$ cat src/rtl/graphite_cmd_tx.sv
// Command-word transmit queue: CPU strobes words in, they leave in order on an
// AXI-stream master port through a registered output stage.
module graphite_cmd_tx #(
    parameter int DEPTH = 16
) (
    input  logic                       clk,
    input  logic                       reset_n_i,
    input  logic                       cpu_wr_i,
    input  logic [31:0]                cpu_data_i,
    input  logic                       cpu_flush_i,
    input  logic                       cpu_clr_ovf_i,
    output logic                       cmd_axis_tvalid_o,
    input  logic                       cmd_axis_tready_i,
    output logic [31:0]                cmd_axis_tdata_o,
    output logic [$clog2(DEPTH):0]     level_o,
    output logic                       full_o,
    output logic                       empty_o,
    output logic                       overflow_o
);

    localparam int AW = $clog2(DEPTH);
    localparam int LW = AW + 1;

    // The buffer never holds more than DEPTH-1 words (the output register holds
    // the rest), so equal pointers always mean the buffer is empty.
    logic [31:0]   mem [DEPTH];
    logic [AW-1:0] wr_ptr;
    logic [AW-1:0] rd_ptr;

    logic          xfer;
    logic          buf_empty;
    logic          wr_ok;
    logic          load_out;
    logic          pop;
    logic          bypass;
    logic          push;
    logic          ovf_set;
    logic          ovf_nxt;
    logic [LW-1:0] level_nxt;

    always_comb begin
        xfer      = cmd_axis_tvalid_o && cmd_axis_tready_i;
        buf_empty = (rd_ptr == wr_ptr);
        wr_ok     = cpu_wr_i && !cpu_flush_i && (!full_o || xfer);
        load_out  = !cmd_axis_tvalid_o || xfer;
        pop       = load_out && !buf_empty && !cpu_flush_i;
        bypass    = load_out && buf_empty && wr_ok;
        push      = wr_ok && !bypass;
        ovf_set   = cpu_wr_i && !cpu_flush_i && full_o && !xfer;
        ovf_nxt   = overflow_o;
        if (ovf_set) begin
            ovf_nxt = 1'b1;
        end else if (cpu_clr_ovf_i) begin
            ovf_nxt = 1'b0;
        end
        level_nxt = level_o;
        if (cpu_flush_i) begin
            level_nxt = (cmd_axis_tvalid_o && !xfer) ? LW'(1) : '0;
        end else if (wr_ok && !xfer) begin
            level_nxt = level_o + LW'(1);
        end else if (!wr_ok && xfer) begin
            level_nxt = level_o - LW'(1);
        end
    end

    always_ff @(posedge clk) begin
        if (push) begin
            mem[wr_ptr] <= cpu_data_i;
        end
    end

    always_ff @(posedge clk or negedge reset_n_i) begin
        if (!reset_n_i) begin
            wr_ptr            <= '0;
            rd_ptr            <= '0;
            cmd_axis_tvalid_o <= 1'b0;
            cmd_axis_tdata_o  <= '0;
            level_o           <= '0;
            full_o            <= 1'b0;
            empty_o           <= 1'b1;
            overflow_o        <= 1'b0;
        end else begin
            level_o    <= level_nxt;
            full_o     <= (level_nxt == LW'(DEPTH));
            empty_o    <= (level_nxt == '0);
            overflow_o <= ovf_nxt;
            if (cpu_flush_i) begin
                // Presented word survives a flush; only the queued words behind it go.
                rd_ptr <= wr_ptr;
                if (xfer) begin
                    cmd_axis_tvalid_o <= 1'b0;
                end
            end else begin
                if (push) begin
                    wr_ptr <= wr_ptr + AW'(1);
                end
                if (pop) begin
                    cmd_axis_tdata_o  <= mem[rd_ptr];
                    cmd_axis_tvalid_o <= 1'b1;
                    rd_ptr            <= rd_ptr + AW'(1);
                end else if (bypass) begin
                    cmd_axis_tdata_o  <= cpu_data_i;
                    cmd_axis_tvalid_o <= 1'b1;
                end else if (load_out) begin
                    cmd_axis_tvalid_o <= 1'b0;
                end
            end
        end
    end

endmodule
$ cat config.mk
export PLATFORM = sky130hd
export DESIGN_NAME = graphite_cmd_tx
export DESIGN_NICKNAME = d
export VERILOG_FILES = /design/src/rtl/graphite_cmd_tx.sv
export SDC_FILE = /design/constraint.sdc
export NUM_CORES = 1
export LEC_CHECK = 0
export BUFFER_PORTS_ARGS = -buffer_cell sky130_fd_sc_hd__buf_4
export CAP_MARGIN = 0
export CORE_MARGIN = 5
export CORE_UTILIZATION = 45
export CTS_CLUSTER_SIZE = 12
export DETAILED_ROUTE_END_ITERATION = 10
export GPL_TIMING_DRIVEN = 0
export PLACE_DENSITY = 0.58
export SETUP_SLACK_MARGIN = 0.4
export SLEW_MARGIN = 20
export SYNTH_ARGS = -nofsm -noshare
export SYNTH_HDL_FRONTEND = slang
export SYNTH_SLANG_ARGS = --single-unit
export TNS_END_PERCENT = 5
$ cat constraint.sdc
create_clock -name clk -period 5.1 [get_ports clk]
set_clock_uncertainty 0.05 [all_clocks]
set_input_delay 0.765 -clock clk [delete_from_list [all_inputs] [get_ports clk]]
set_output_delay 0.765 -clock clk [all_outputs]
set_load 0.01 [all_outputs]
# Word-level counts from Yosys, hierarchy flattened
# Memory sizes are Yosys's and may differ from the RTL's.
# Cells that the tools add are included.
[op_classes]
addsub = 4
n_eq_ne = 3
mux = 17
n_bitwise = 1
n_reduce_logical = 30
[op_table]
columns = ["op", "n"]
rows = [
  ["2-to-1 mux 32 bit", 2],
  ["2-to-1 mux 5 bit", 3],
  ["logical AND 1 bit", 13],
  ["2-to-1 mux 1 bit", 10],
  ["adder 4 x 1 -> 4 bit, second input constant", 2],
  ["2-to-1 mux 4 bit", 2],
  ["zero test 1 bit", 7],
  ["AND reduction 2 bit", 3],
  ["nonzero test 2 bit", 3],
  ["adder 5 x 1 -> 5 bit, second input constant", 1],
  ["equality test 5 bit, second input constant", 1],
  ["zero test 5 bit", 1],
  ["subtractor 5 x 1 -> 5 bit, second input constant", 1],
  ["equality test 4 bit", 1],
  ["nonzero test 4 bit", 1],
  ["logical OR 1 bit", 2],
  ["!= test 2 x 1 -> 1 bit, second input constant", 1],
  ["inverter 1 bit", 1],
]
[word_totals]
regBits = 49
ramBits = 512
inputBits = 38
output_inout_bits = 41
elab_cells = 64
memories = 1
[memory_table]
columns = ["name", "words", "width", "read_ports", "rd_clocked_by_memory_dff", "write_ports", "line", "rtl"]
rows = [
  ["mem", 16, 32, 1, 0, 1, "26", "logic [31:0] mem [DEPTH];"],
]

# Depth between registers and ports, before layout
[depth]
word_depth = 9
depth_mapped = 8
ltp_nobuf = 7

# Worst setup path after synthesis
# No wires, ideal clock.
[synth_path]
path_kind = "input port to flip-flop"
startpoint = "in cpu_wr_i"
endpoint = "mem mem[3][0], enable pin"
setup_ps = 461
arrival_ps = 3619
t_required_ps = 4589
setup_slack_ps = 969
stages = 4
path_buffers = 1
path_cell_list = "buf_2 > nor2b_1 > o211ai_1 > nor3_1"
[synth_between]
elab_chain_cells = 7
[synth_rtl]
columns = ["item", "line", "rtl"]
rows = [
  ["start, declared", "8", "input logic cpu_wr_i,"],
  ["logical AND 1 bit (*) (2 in series)", "44", "wr_ok = cpu_wr_i && !cpu_flush_i && (!full_o || xfer);"],
  ["logical AND 1 bit", "47", "bypass = load_out && buf_empty && wr_ok;"],
  ["zero test 1 bit", "48", "push = wr_ok && !bypass;"],
  ["logical AND 1 bit (*)", "48", ""],
  ["2-to-1 mux 1 bit (*)", "67", "if (push) begin"],
  ["2-to-1 mux 1 bit (implied by the code) (*)", "68", "mem[wr_ptr] <= cpu_data_i;"],
  ["end, declared", "26", ""],
]
# Mark *: on every way between the ends. The rest lies on a longest branch, timed or not.

# Worst setup path in the final report
[layout_path]
startpoint = "reg rd_ptr[1]"
endpoint = "mem mem[14][25], enable pin"
[layout_between]
elab_chain_cells = 7
[layout_rtl]
columns = ["item", "line", "rtl"]
rows = [
  ["start, declared", "28", "logic [AW-1:0] rd_ptr;"],
  ["start signal, assigned", "89", "rd_ptr <= wr_ptr;"],
  ["start signal, assigned", "100", "rd_ptr <= rd_ptr + AW'(1);"],
  ["equality test 4 bit", "43", "buf_empty = (rd_ptr == wr_ptr);"],
  ["logical AND 1 bit (2 in series)", "47", ""],
  ["zero test 1 bit", "48", ""],
  ["logical AND 1 bit", "48", ""],
  ["2-to-1 mux 1 bit", "67", ""],
  ["2-to-1 mux 1 bit (implied by the code)", "68", ""],
]
# No other way between the ends.

==> summary.txt <==
Run status
  • Status: finished, final reports clean

Flow run
  • Max-cap violations: 0

Worst setup path
  • Worst Setup End Kind: flop
  • Startpoint types: flop
  • CP max stage cell: nor4_4
  • Setup Crit Path Kind: flop to flop
  • Crit-path max cell delay: approximately 0.52 ns
  • Cell class contributing the biggest share of worst-path delay: simple AND/OR/NAND/NOR gates
  • R2R setup slack: 2.13 ns
  • Crit path cell chain: buf_2 -> xor2_1 -> nor4_4 -> a21oi_2 -> o21a_2 -> buf_6 -> and3_2 -> buf_12
  • CP bufs+invs: 3
  • CP arrival: 3.26 ns
  • Crit-path max FO: 17
  • Critical Path RT: between 5 and 6 ns

Floorplan
  • Core Rows: 80
  • Die Height: 230 um
  • I/O pins: between 70 and 80
  • DIE AREA: between 50000 and 60000 um^2
  • Initial Util: 0.456
  • Core area: around 48000 um^2
  • Die X-Extent: 230 um

Power and ir drop
  • PwrDens: between 500 and 600 nW/um^2
  • Comb pwr share: 0.288
  • Sw frac: 0.308
  • VDD IR max: 0.286 mV
  • Internal power: 0.00942 W
  • Sequential power share: 0.413
  • Leakage: 8.52 nW
  • Part of the power in the clock network: 0.298
  • Switching Power: between 0.004 and 0.005 W

Route
  • Wire length per cell: 25.4 um
  • Antenna viol nets, final: 0
  • Residual DRC count: 0
  • Via density: about 5.7
  • DR iter-0 viols: 869
  • DR pass1 iterations: 5
  • Vias: approximately 11000
  • Total Wirelength: about 50 mm

Placement
  • Routability cong.: about 0.74
  • I/O Buffers: 77
  • Placed cell area: roughly 24000 um^2
  • Dpl hpwl: ~33 mm

Global routing
  • GR Util All Layers: 0.192
  • First-pass GRT wire length: approximately 77 mm
  • GRT overflow: 0
  • Vias in the first global route: about 12000
  • Initial antenna violation count: 0
  • Largest net degree at the start of global routing: 50

Synth
  • Synth top area share: 0.704
  • Ys Warns: 0
  • Ys flop type: edfxtp_1
  • Seq/Total Area, Yosys: 0.760
  • Mapped Area: around 22000 um^2
  • Area leader, netlist: edfxtp_1
  • FF+latch count, synth: 561
  • Cells after Synth: 1165
  • EDFF count, synth: roughly 510
  • Synth top area cells: edfxtp_1, mux4_2, dfrtp_1
  • Post-synth net total: ~1200
  • Post-synth cell types: 47
  • Mean Syn Cell Area: between 15 and 20 um^2
  • Asr flop ratio synth: 0.0873

Clocking
  • CTS tree: done
  • H-tree lvl count: 2
  • TritonCTS Buffers: slightly below 60
  • Root Driver: clkbuf_16
  • Clock buffer depth: 3
  • Worst-Skew Late Latency: about 0.6 ns
  • Post-CTS setup buffer count: 0
  • CTS clk-pin slew, worst paths: ~0.06 ns
  • Clk sink count: 561
  • PostCTS Resize Cnt: 0
  • Post-CTS Hold Buffers: 0

Timing
  • Final setup viols: 0
  • RSZ-0062 raised after global routing: no
  • Hold_ws: 0.190 ns
  • Max Freq: about 340 MHz
  • Final Hold Fails: 0
  • Slew margin rel.: 0.288
  • Tmin final: approximately 3.0 ns
  • Crit share post-route: 0.582
  • Worst slew pin tran: about 1.1 ns
  • Max-slew violations: 0

Min path
  • Worst hold path class: input port to asynchronous set/reset pin

Finish
  • Final non-filler cell area: ~25000 um^2
  • Diodes inserted: 0
  • Fin nets: ~1400
  • P&R area growth vs syn: 16.4%
  • Fraction of layout cells with a size suffix above 1: 0.240
logic make-up (layout without fill, tap and decap cells):
family	after synthesis	count (layout)	share of synthesized area
AO/OA/AOI/OAI	152	152	0.0457
XOR/XNOR	12	12	0.00481
adder cells (fa/ha/maj)	7	7	0.00401
buffers and inverters	76	280	0.0151
flip-flops	561	561	0.760
multiplexers	165	165	0.131
AND/OR/NAND/NOR	192	192	0.0392
stage by stage:
stage / total power (W) / setup slack (ns) / utilization / TNS (ns) / cells
finish: 0.0136 / 2.13 / 0.531 / 0 / 1984
global route: 0.0143 / 1.90 / 0.531 / 0 / 1984
CTS: 0.0138 / 2.09 / 0.531 / 0 / 1984
detailed placement: 0.00971 / 1.96 / 0.493 / 0 / 1876
global placement: 0.00963 / -1.16 / 0.485 / -40.11 / 1857
floorplan: 0.00823 / 0.969 / - / 0 / 1165
power by group through the flow:
stage               clock [W]  combinational, W  sequential, W
detailed placement          0           0.00399        0.00572
global route          0.00435           0.00430        0.00566
CTS                   0.00414           0.00400        0.00563
finish                0.00406           0.00392        0.00562
floorplan                   0           0.00252        0.00571
global placement            0           0.00390        0.00573
path summary, 6_finish.rpt:
kind	from	to	cells past startpoint
worst max-delay path	rd_ptr[1]	mem[14][25]	8
worst min-delay path	reset_n_i	level_o[3]	1
worst max register to register	rd_ptr[1]	mem[14][25]	8
worst min register to register	overflow_o	overflow_o	2
max in group asynchronous	reset_n_i	cmd_axis_tdata_o[30]	1
min in group clk	cpu_clr_ovf_i	overflow_o	2
cell type report:
class	instances	area [um^2]
Fill cell	3814	22400
Sequential cell	561	16600
Multi-Input combinational cell	528	4940
Clock buffer	88	1650
Timing Repair Buffer	96	961
Tap cell	615	769
Buffer	69	304
Clock inverter	20	174
Inverter	7	26.3
Yosys cell counts, types with 7 or more instances:
master	count
mux2i_1	65
buf_2	27
nor2_1	12
and3_1	15
nor2b_1	7
o21ai_0	36
nor3_1	7
nand2_1	129
dfrtp_1	48
ha_1	7
a31oi_1	33
a221oi_1	28
nand3_1	7
clkbuf_1	36
mux4_2	96
edfxtp_1	512
a21oi_1	9
o22ai_1	32
registers in the layout, indices dropped and copies added (netlist names):
signal	flops
wr_ptr	4
cmd_axis_tvalid_o	1
cmd_axis_tdata_o	32
full_o	1
mem	512
rd_ptr	4
empty_o	1
overflow_o	1
level_o	5
cell usage in the layout, fill, tap and decap left out, drive strengths merged, types with 12 or more instances in the layout:
cell type    n
nor2        12
nand2      129
o22ai       32
mux4        96
buf        129
mux2i       65
a221oi      28
dfrtp       48
edfxtp     512
and3        15
clkbuf     124
clkinv      15
o21ai       36
a31oi       33
per-layer routing:
layer  global-route usage  share of wire
met1                0.272           0.44
met2                0.317           0.49
met3               0.0323          0.051
met4               0.0463          0.018
met5                    0              0
Power figures use the tool's default switching activity.
